## config.mk

```make
export PLATFORM = sky130hd
export DESIGN_NAME = mem_arbiter
export DESIGN_NICKNAME = d
export VERILOG_FILES = /design/src/rtl/mem_arbiter_pkg.sv /design/src/rtl/mem_sync_ram.sv /design/src/rtl/mem_arbiter.sv
export SDC_FILE = /design/constraint.sdc
export NUM_CORES = 1
export LEC_CHECK = 0
export CORE_ASPECT_RATIO = 0.5
export CORE_MARGIN = 2
export CORE_UTILIZATION = 45
export CTS_BUF_LIST = sky130_fd_sc_hd__clkbuf_2
export DETAILED_ROUTE_END_ITERATION = 7
export GPL_TIMING_DRIVEN = 0
export PLACE_DENSITY = 0.71
export SYNTH_ARGS = -nofsm -noshare
export SYNTH_HDL_FRONTEND = slang
export SYNTH_SLANG_ARGS = --single-unit
export TNS_END_PERCENT = 10
```

## constraint.sdc

```tcl
create_clock -name clk -period 1.97 [get_ports clk]
set_input_delay 0.2955 -clock clk [delete_from_list [all_inputs] [get_ports clk]]
set_output_delay 0.2955 -clock clk [all_outputs]
set_load 0.05 [all_outputs]
```

## src/rtl/mem_arbiter_pkg.sv

```systemverilog
// Shared definitions for the two-port memory arbiter: FSM encoding and port indices.
package mem_arbiter_pkg;

  typedef enum logic [1:0] {
    ST_IDLE   = 2'd0,
    ST_ACCESS = 2'd1,
    ST_DONE   = 2'd2
  } state_t;

  localparam logic PORT0 = 1'b0;
  localparam logic PORT1 = 1'b1;

  // One-hot grant/done vector for a port index.
  function automatic logic [1:0] port_onehot(input logic port);
    return port ? 2'b10 : 2'b01;
  endfunction

endpackage

```

## src/rtl/mem_sync_ram.sv

```systemverilog
// Single-port word array: synchronous write, combinational read, no reset of contents.
module mem_sync_ram #(
  parameter int unsigned WIDTH = 4,
  parameter int unsigned DEPTH = 64,
  parameter int unsigned AW    = 6
) (
  input  logic             clk,
  input  logic             we,
  input  logic [AW-1:0]    addr,
  input  logic [WIDTH-1:0] wdata,
  output logic [WIDTH-1:0] rdata
);

  logic [WIDTH-1:0] mem [DEPTH];

  // Write port; commands outside the array are dropped.
  always_ff @(posedge clk) begin
    if (we && (32'(addr) < DEPTH)) begin
      mem[addr] <= wdata;
    end
  end

  // Read port; out-of-range addresses read as zero.
  always_comb begin
    rdata = '0;
    if (32'(addr) < DEPTH) begin
      rdata = mem[addr];
    end
  end

endmodule

```

## src/rtl/mem_arbiter.sv

```systemverilog
// Round-robin two-port arbiter in front of a single-port memory, one access per 3 cycles.
// Optional per-word even parity: define MEM_ARBITER_PARITY_EN.
module mem_arbiter
  import mem_arbiter_pkg::*;
#(
  parameter int unsigned wordSize = 4,
  parameter int unsigned numWords = 64
) (
  input  logic                        clk,
  input  logic                        reset,
  input  logic                        req0,
  input  logic                        req1,
  input  logic                        rw0,
  input  logic                        rw1,
  input  logic [$clog2(numWords)-1:0] addr0,
  input  logic [$clog2(numWords)-1:0] addr1,
  input  logic [wordSize-1:0]         data0,
  input  logic [wordSize-1:0]         data1,
  output logic [1:0]                  grant,
  output logic [1:0]                  done,
  output logic [wordSize-1:0]         dataOut,
  output logic                        parityErr
);

  localparam int unsigned AW = $clog2(numWords);
`ifdef MEM_ARBITER_PARITY_EN
  localparam int unsigned MW = wordSize + 1;
`else
  localparam int unsigned MW = wordSize;
`endif

  state_t                state;
  state_t                state_next;
  logic                  any_req;
  logic                  win;
  logic                  owner;
  logic                  last;
  logic                  cmd_rw;
  logic [AW-1:0]         cmd_addr;
  logic [wordSize-1:0]   cmd_data;
  logic                  in_range;
  logic                  ram_we;
  logic [MW-1:0]         ram_wdata;
  logic [MW-1:0]         ram_rdata;
  logic [1:0]            grant_next;
  logic [1:0]            done_next;
  logic                  perr_c;

  assign any_req  = req0 | req1;
  // A lone request wins; on a tie the port not granted last wins.
  assign win      = (req0 && req1) ? ~last : req1;
  assign in_range = 32'(cmd_addr) < numWords;
  // Reset gating keeps a write from committing on an edge where reset is already high.
  assign ram_we   = (state == ST_ACCESS) && !cmd_rw && in_range && !reset;

`ifdef MEM_ARBITER_PARITY_EN
  assign ram_wdata = {^cmd_data, cmd_data};
  assign perr_c    = in_range && (ram_rdata[wordSize] != ^ram_rdata[wordSize-1:0]);
`else
  assign ram_wdata = cmd_data;
  assign perr_c    = 1'b0;
`endif

  // State register.
  always_ff @(posedge clk or posedge reset) begin
    if (reset) state <= ST_IDLE;
    else       state <= state_next;
  end

  // Next-state logic: requests only matter in IDLE.
  always_comb begin
    state_next = state;
    case (state)
      ST_IDLE:   if (any_req) state_next = ST_ACCESS;
      ST_ACCESS: state_next = ST_DONE;
      default:   state_next = ST_IDLE;
    endcase
  end

  // Output decode: next values of grant and done.
  always_comb begin
    grant_next = 2'b00;
    done_next  = 2'b00;
    case (state)
      ST_IDLE:   if (any_req) grant_next = port_onehot(win);
      ST_ACCESS: begin
        grant_next = grant;
        done_next  = port_onehot(owner);
      end
      default:   ;
    endcase
  end

  // Registered grant and done.
  always_ff @(posedge clk or posedge reset) begin
    if (reset) begin
      grant <= 2'b00;
      done  <= 2'b00;
    end else begin
      grant <= grant_next;
      done  <= done_next;
    end
  end

  // Command latch at arbitration, read-data capture at the end of ACCESS.
  always_ff @(posedge clk or posedge reset) begin
    if (reset) begin
      last      <= PORT1;
      owner     <= PORT0;
      cmd_rw    <= 1'b1;
      cmd_addr  <= '0;
      cmd_data  <= '0;
      dataOut   <= '0;
      parityErr <= 1'b0;
    end else begin
      case (state)
        ST_IDLE: if (any_req) begin
          owner    <= win;
          last     <= win;
          cmd_rw   <= win ? rw1 : rw0;
          cmd_addr <= win ? addr1 : addr0;
          cmd_data <= win ? data1 : data0;
        end
        ST_ACCESS: if (cmd_rw) begin
          dataOut   <= in_range ? ram_rdata[wordSize-1:0] : '0;
          parityErr <= perr_c;
        end
        default: parityErr <= 1'b0;
      endcase
    end
  end

  mem_sync_ram #(
    .WIDTH (MW),
    .DEPTH (numWords),
    .AW    (AW)
  ) u_ram (
    .clk   (clk),
    .we    (ram_we),
    .addr  (cmd_addr),
    .wdata (ram_wdata),
    .rdata (ram_rdata)
  );

endmodule

```

==> impl_metrics.tcl, run 1 <==
set metrics [dict create \
    outcome "finished with violations" \
    violations "setup timing" \
    fmax_mhz 460 \
    finalCritPeriodShare 1.10 \
    cts-root-to-sink-buffers 3 \
    vias 7079 \
    post-route-drc-count 0 \
    drtAntennaViolNets 0 \
    hold_class "in2reg" \
    ys_seq_area_frac 0.732 \
    ir_worst_vdd_uv 1030 \
    dr.pass1.iters 6 \
    synthesis.instances 689 \
    synth_top_area_share 0.681 \
    cts_tree "done" \
    grt_antenna_before_repair 1 \
    yosysMostFrequentCell "edfxtp_1" \
    grt_usage 0.225 \
    synth_area_per_cell_um2 16.4 \
    netlist_top_cells_area "edfxtp_1, mux4_2, mux2i_1, dfrtp_1, nor2_1" \
    drt-total-wl_mm 29.8 \
    crit_chain "buf_6, buf_4, buf_6, mux4_2, mux2i_2, o21ai_0, nor2_1, a31oi_1" \
    io_buffers 33 \
    report.final.slew_viol_count 0 \
    hpwl_mm 18.2 \
    setup_slack_ns -0.202 \
    yosys.area.top_type "edfxtp_1" \
    die_h_um 116 \
    setup_violations 97 \
    critPathKind "reg2reg" \
    path_clk_slew_ns 0.12 \
    grt_pass1_wl_mm 43.6 \
    async_reset_ff_frac 0.0824 \
    multi_input_comb_area_um2 3510 \
    areaGrowthSynthToFinish_pct 23.1 \
    drt-initial-drc-count 1088 \
    critPathRequiredTime_ns 2.69 \
    vias_per_cell 5.90 \
    worst_path_most_repeated_cell "buf_6" \
    grt-ovfl-total 0 \
    max-cap-violations 0 \
    slowest_stage "dfrtp_1" \
    rrSetupSlack_ns -0.20 \
    ys_ff_latch 279 \
    syn_area_um2 11300 \
    synth_cell_types 58 \
    layout.nets 836 \
    yosys_warnings 0 \
    cts_num_sinks 279 \
    synth_edf_count 256 \
    power.leakage_nw 4.62 \
    core_um2 24300 \
    htreeDepth 2 \
    maxSlewHeadroom 0.367 \
    finalCriticalPeriod_ns 2.17 \
    min_to "cmd_addr[5]" \
    r2r_start "cmd_addr[2]" \
    synth_common_cells "edfxtp_1, nor2_1, mux2i_1" \
    tightest_slew_ns 0.948 \
    postCtsHoldBufs 0 \
    worst-path-max-fanout 10 \
    synthFlopType "edfxtp_1" \
    placementRows 40 \
    powerDensity_nw_per_um2 1420 \
    ioPinCount 35 \
    root_buffer "clkbuf_2" \
    start_util 0.464 \
    hp-start "addr1[5]" \
    gp_congestion 0.913 \
    final-hold-violation-count 0 \
    critical_path_arrival_ns 2.89 \
    worstHoldPathCells 3 \
    utilization 0.571 \
    n_fill_cell 1868 \
    cp-start-kind "flip-flop" \
    rr_worst_depth 8 \
    seqCellArea_um2 8270 \
    finClkSkew_ns 0.0671 \
    grt_max_degree 57 \
    dp_cells 1062 \
    instances_no_fill 1199 \
    wire_per_inst_um 24.8 \
    cp-end-kind "flip-flop" \
    max_stage_delay_ns 0.36 \
    die_w_um 228 \
    rsz0062_at_grt "true" \
    cts_buffers 60 \
    synth_nets 715 \
    worstSkewPairLatency_ns 0.85 \
    die_area_um2 26400 \
    grt_pass1_vias 6891 \
    layout-drive-gt1-share 0.385 \
    worstReg2RegEnd "dataOut[2]" \
]
==> cell families (layout without fill, tap and decap cells) <==
group	Yosys count	after routing	share of synthesized area
buf+inv	50	223	0.0264
compound gates	108	108	0.0653
other cells	1	2	0.000332
mux	93	93	0.114
flops	279	279	0.732
simple gates	158	158	0.0617
==> layout make-up <==
type | instances | area share
buffer | 42 | 0.0330
clock buffer | 105 | 0.0378
sequential | 279 | 0.595
tap | 336 | 0.0303
clock inverter | 9 | 0.00243
multi-input combinational | 360 | 0.252
timing repair buffer | 63 | 0.0472
inverter | 4 | 0.00135
antenna | 1 | 0.000180
==> report_power, final <==
| part | switching, mW | internal, mW |
|---|---|---|
| clock | 2.17 | 1.37 |
| sequential | 0.554 | 7.52 |
| combinational | 5.00 | 3.16 |
==> stage by stage <==
| step | power (mW) | setup TNS (ns) | setup slack (ns) | area [um2] | hold WS (ns) |
|---|---|---|---|---|---|
| 4_1_cts | 19.0 | -11.00 | -0.174 | 13600 | 0.0505 |
| 6_report | 19.8 | -1.99 | -0.202 | 13900 | 0.105 |
| 2_1_floorplan | 12.0 | -10.32 | -0.0559 | 11400 | 0.296 |
| 3_5_place_dp | 14.4 | -191.42 | -0.992 | 12200 | 0.447 |
| 3_3_place_gp | 14.2 | -234.78 | -0.961 | 12100 | 0.436 |
| 5_1_grt | 20.4 | -12.80 | -0.237 | 13900 | 0.0699 |
==> cells in the final DEF, fill, tap and decap left out, types with 14 or more instances in the layout <==
cell	count
mux2i_1	52
mux4_2	27
a21oi_1	18
edfxtp_1	256
buf_12	15
nor2_1	21
a22oi_1	14
o21ai_0	16
dfrtp_1	14
clkbuf_2	108
buf_4	25
nand2_1	27
clkdlybuf4s50_1	25
nor2_4	65
==> sequential cells by signal, summed over array words and instances, names as in the netlist <==
signal	flops
cmd_addr	6
cmd_data	4
cmd_rw	1
dataOut	4
done	2
grant	2
last	1
owner	1
state	2
u_ram.mem	256
==> how the worst max path moves through the flow <==
| stage | end | depth (start not counted) | from | slack (ns) |
|---|---|---|---|---|
| after floorplan | u_ram.mem[13][0] | 7 | cmd_addr[2] | -0.06 |
| after global placement | u_ram.mem[45][1] | 7 | cmd_addr[2] | -0.96 |
| after detailed placement | u_ram.mem[45][1] | 7 | cmd_addr[2] | -0.99 |
| after CTS | dataOut[3] | 7 | cmd_addr[1] | -0.17 |
| after global routing | dataOut[2] | 8 | cmd_addr[2] | -0.24 |
| final | dataOut[2] | 8 | cmd_addr[2] | -0.20 |
==> what timing repair did <==
| action | 4_1_cts | 5_1_grt |
|---|---|---|
| gates resized for setup | 207 | 51 |
| cloned | 0 | 2 |
| pin swaps | 10 | 15 |
| setup endpoints to repair | 268 | 262 |
| setup buffers | 18 | 6 |
==> metal layers <==
metal	global-route usage	up-vias	wire length (um)
li1	-	2985	-
met2	0.344	471	13600
met5	0	-	0
met4	0.0824	0	758
met1	0.317	3553	11900
met3	0.0573	70	3610
==> worst max-delay path, delay by kind of cell, from the launching register on <==
kind                   cells  cell delay [ns]
AO/OA/AOI/OAI              2             0.27
AND/OR/NAND/NOR            1             0.20
buffers and inverters      3             0.69
flip-flops                 1             0.36
multiplexers               2             0.56
(Power assumes the default switching activity.)
==> run 2: changes to the inputs <==
CAP_MARGIN = 20   (was unset)
==> results of run 2 <==
The final DEF is identical to that of run 1; final timing and power are the same.
==> patch: new RTL, settings of run 1 <==
Make the reset (`reset`) synchronous in 3 clocked blocks.
--- a/src/rtl/mem_arbiter.sv
+++ b/src/rtl/mem_arbiter.sv
@@ -62,7 +62,7 @@
 `endif
 
   // State register.
-  always_ff @(posedge clk or posedge reset) begin
+  always_ff @(posedge clk) begin
     if (reset) state <= ST_IDLE;
     else       state <= state_next;
   end
@@ -92,7 +92,7 @@
   end
 
   // Registered grant and done.
-  always_ff @(posedge clk or posedge reset) begin
+  always_ff @(posedge clk) begin
     if (reset) begin
       grant <= 2'b00;
       done  <= 2'b00;
@@ -103,7 +103,7 @@
   end
 
   // Command latch at arbitration, read-data capture at the end of ACCESS.
-  always_ff @(posedge clk or posedge reset) begin
+  always_ff @(posedge clk) begin
     if (reset) begin
       last      <= PORT1;
       owner     <= PORT0;
Check against the original RTL: differs if reset is asserted again (counterexample within 4 cycles, from zero or initial values and one cycle with reset high); with reset held inactive, the same outputs for 4 cycles.
==> patch against run 1 <==
- the flow still finishes with violations (setup timing)
- design area fell by 0.99%
- wire length fell by 5.4%
- setup slack got worse by 44 ps
- synthesized area fell by 1.0%
- cell count fell by 4.7%
- sequential cell count did not move
- count of clock-buffer cells in the layout fell by 16
Power is not compared: it rests on default switching activity, and its combinational part moved more than twofold at a synthesized area within 25%.
==> patch: results (changes against run 1) <==
critical_path:
  worstSetupStartpoint: "cmd_addr[0]"
  cp.arrival_ps: 2960  # +70 ps
  cp-endpoint: "dataOut[2]"
  worstPathMaxFanout: 8  # -2
  rr_worst_depth: 8  # unchanged
layout:
  n_all_buffers: 104  # -0.95%
  multi_input_area_um2: 3530  # +0.71%
  multi_input_cells: 319  # -11%
  clk_share_pct: 3.64  # -0.39 points
  final_cell_count_no_fill: 1143  # -4.7%
  clock_buffer_count: 89  # -15%
  syn_to_final_growth_pct: 23.1  # about the same
  sh_seq_area_pct: 59.3  # -0.28 points
  drive_gt1_share_pct: 39.6  # +1.1 points
  buffer_area_share_pct: 8.33  # +0.31 points
  inv_count: 1  # -3
  multi_input_area_share_pct: 25.7  # +0.43 points
  fin_nets: 791  # -5.4%
  n_fill_cell: 1778  # -4.8%
synthesis:
  ys_async_sr_fraction_pct: 0  # -8.2 points
  ys.warnings.count: 0  # unchanged
  ys_types: 53  # -8.6%
  syn_area_per_cell_um2: 17.7  # +7.9%
  synth_seq_area_share_pct: 72.9  # -0.29 points
  ys_top_cells_by_count: "edfxtp_1, nor2_1, mux2i_1"
  synth_area_leaders: "edfxtp_1, mux4_2, mux2i_1"
  syn_nets: 658  # -8.0%
global_route:
  grt_pass1_vias: 6557  # -4.8%
  grt_max_degree: 41  # -28%
  antenna_found_initial: 0  # -1
  grt-busiest-layer: "met2"
  grt_pass1_wl_mm: 40.2  # -7.8%
  gr-usage-met3_pct: 5.70  # -0.028 points
  grt.total_usage_pct: 21.4  # -1.1 points
  use_met1_pct: 29.4  # -2.4 points
  grt_use_met2_pct: 33.1  # -1.2 points
  overflow: 0  # unchanged
power_and_ir_drop:
  worst_ir_drop_vdd_uv: 330
  p_leak_nw: 4.42
timing:
  setup_violations: 192  # +98%
  skew_ps: 65.0  # -2.11 ps
  setup_ws_ps: -245  # -43.7 ps
  whs_ps: 18.0  # -86.8 ps
  fin_setup_tns_ps: -17800  # -15810 ps
  tightest_slew_ps: 705  # -243 ps
placed_design:
  routabilityCongestion: 1.01  # +10%
  pre_cts_ws_ps: -1410  # -414 ps
  placed_area_um2: 12000  # -1.5%
  dp.cells: 1005  # -5.4%
  dp_hpwl_mm: 17.5  # -3.6%
min_path:
  min_from: "addr0[5]"
  hold_path_class: "in -> reg"
route:
  wire_per_inst_um: 24.6  # -0.80%
  drt-initial-drc-count: 842  # -23%
  vias: 6661  # -5.9%
clocking:
  clock_latency_ps: 880  # +30 ps
  clock-sinks: 279  # unchanged
outcome:
  failed_checks: "setup timing"
  outcome: "finished, violations left"
-- patch: cell count changes in the layout (fill, tap and decap cells not counted), sizes merged, moves of 6 or more --
cell and delta:
mux4 +18, a221oi -11, a21oi -14, mux2 -9
nand3 -8, o211ai -6, buf -7, dlygate4sd3 +7
dfrtp -21, dfxtp +23, o21ai -19, clkbuf -19
-- patch: worst min-delay path by stage --
stage | endpoint | cells after the start
finish | cmd_addr[5] | 3
detailed placement | done[0] | 1
global route | cmd_addr[3] | 3
CTS | cmd_addr[5] | 3
floorplan | cmd_addr[1] | 2
global placement | done[0] | 1
-- patch: worst max-delay path, cell delays in order, from the launching register on --
cell     delay, ps
dfxtp_2        350
buf_8          140
buf_12         150
buf_6          100
mux4_2         480
mux2i_2        210
o22a_1         220
nand4_1        140
o31a_1         280
-- patch: cell families (layout without fill, tap and decap cells) --
logic type / count (synthesis) / count (layout) / share of synthesized area [%]
buf+inv: 34 / 208 / 2.18
flops: 279 / 279 / 72.9
simple gates: 151 / 151 / 6.06
other cells: 1 / 2 / 0.0336
compound gates: 60 / 60 / 3.93
mux: 107 / 107 / 14.9
-- patch: timing repair --
item / CTS / global route
buffers inserted: 19 / 7
pin swaps: 30 / 17
hold buffers: 7 / 0
setup endpoints to repair: 276 / 261
cloned: 0 / 1
hold endpoints to repair: 6 / 0
resized for setup: 202 / 55
-- patch: power groups by stage --
stage               logic (mW)  registers [mW]  clock network [mW]
floorplan                0.724            6.89                   0
global placement          1.14            6.93                   0
detailed placement        1.28            6.85                   0
CTS                       1.48            6.72                3.38
global route              1.69            6.73                3.68
finish                    1.63            6.72                3.35
-- patch: per-layer routing --
layer | routed length, um | share of wire [%]
met1 | 11600 | 41
met2 | 12900 | 46
met3 | 2910 | 10
met4 | 718 | 2.5
met5 | 0 | 0
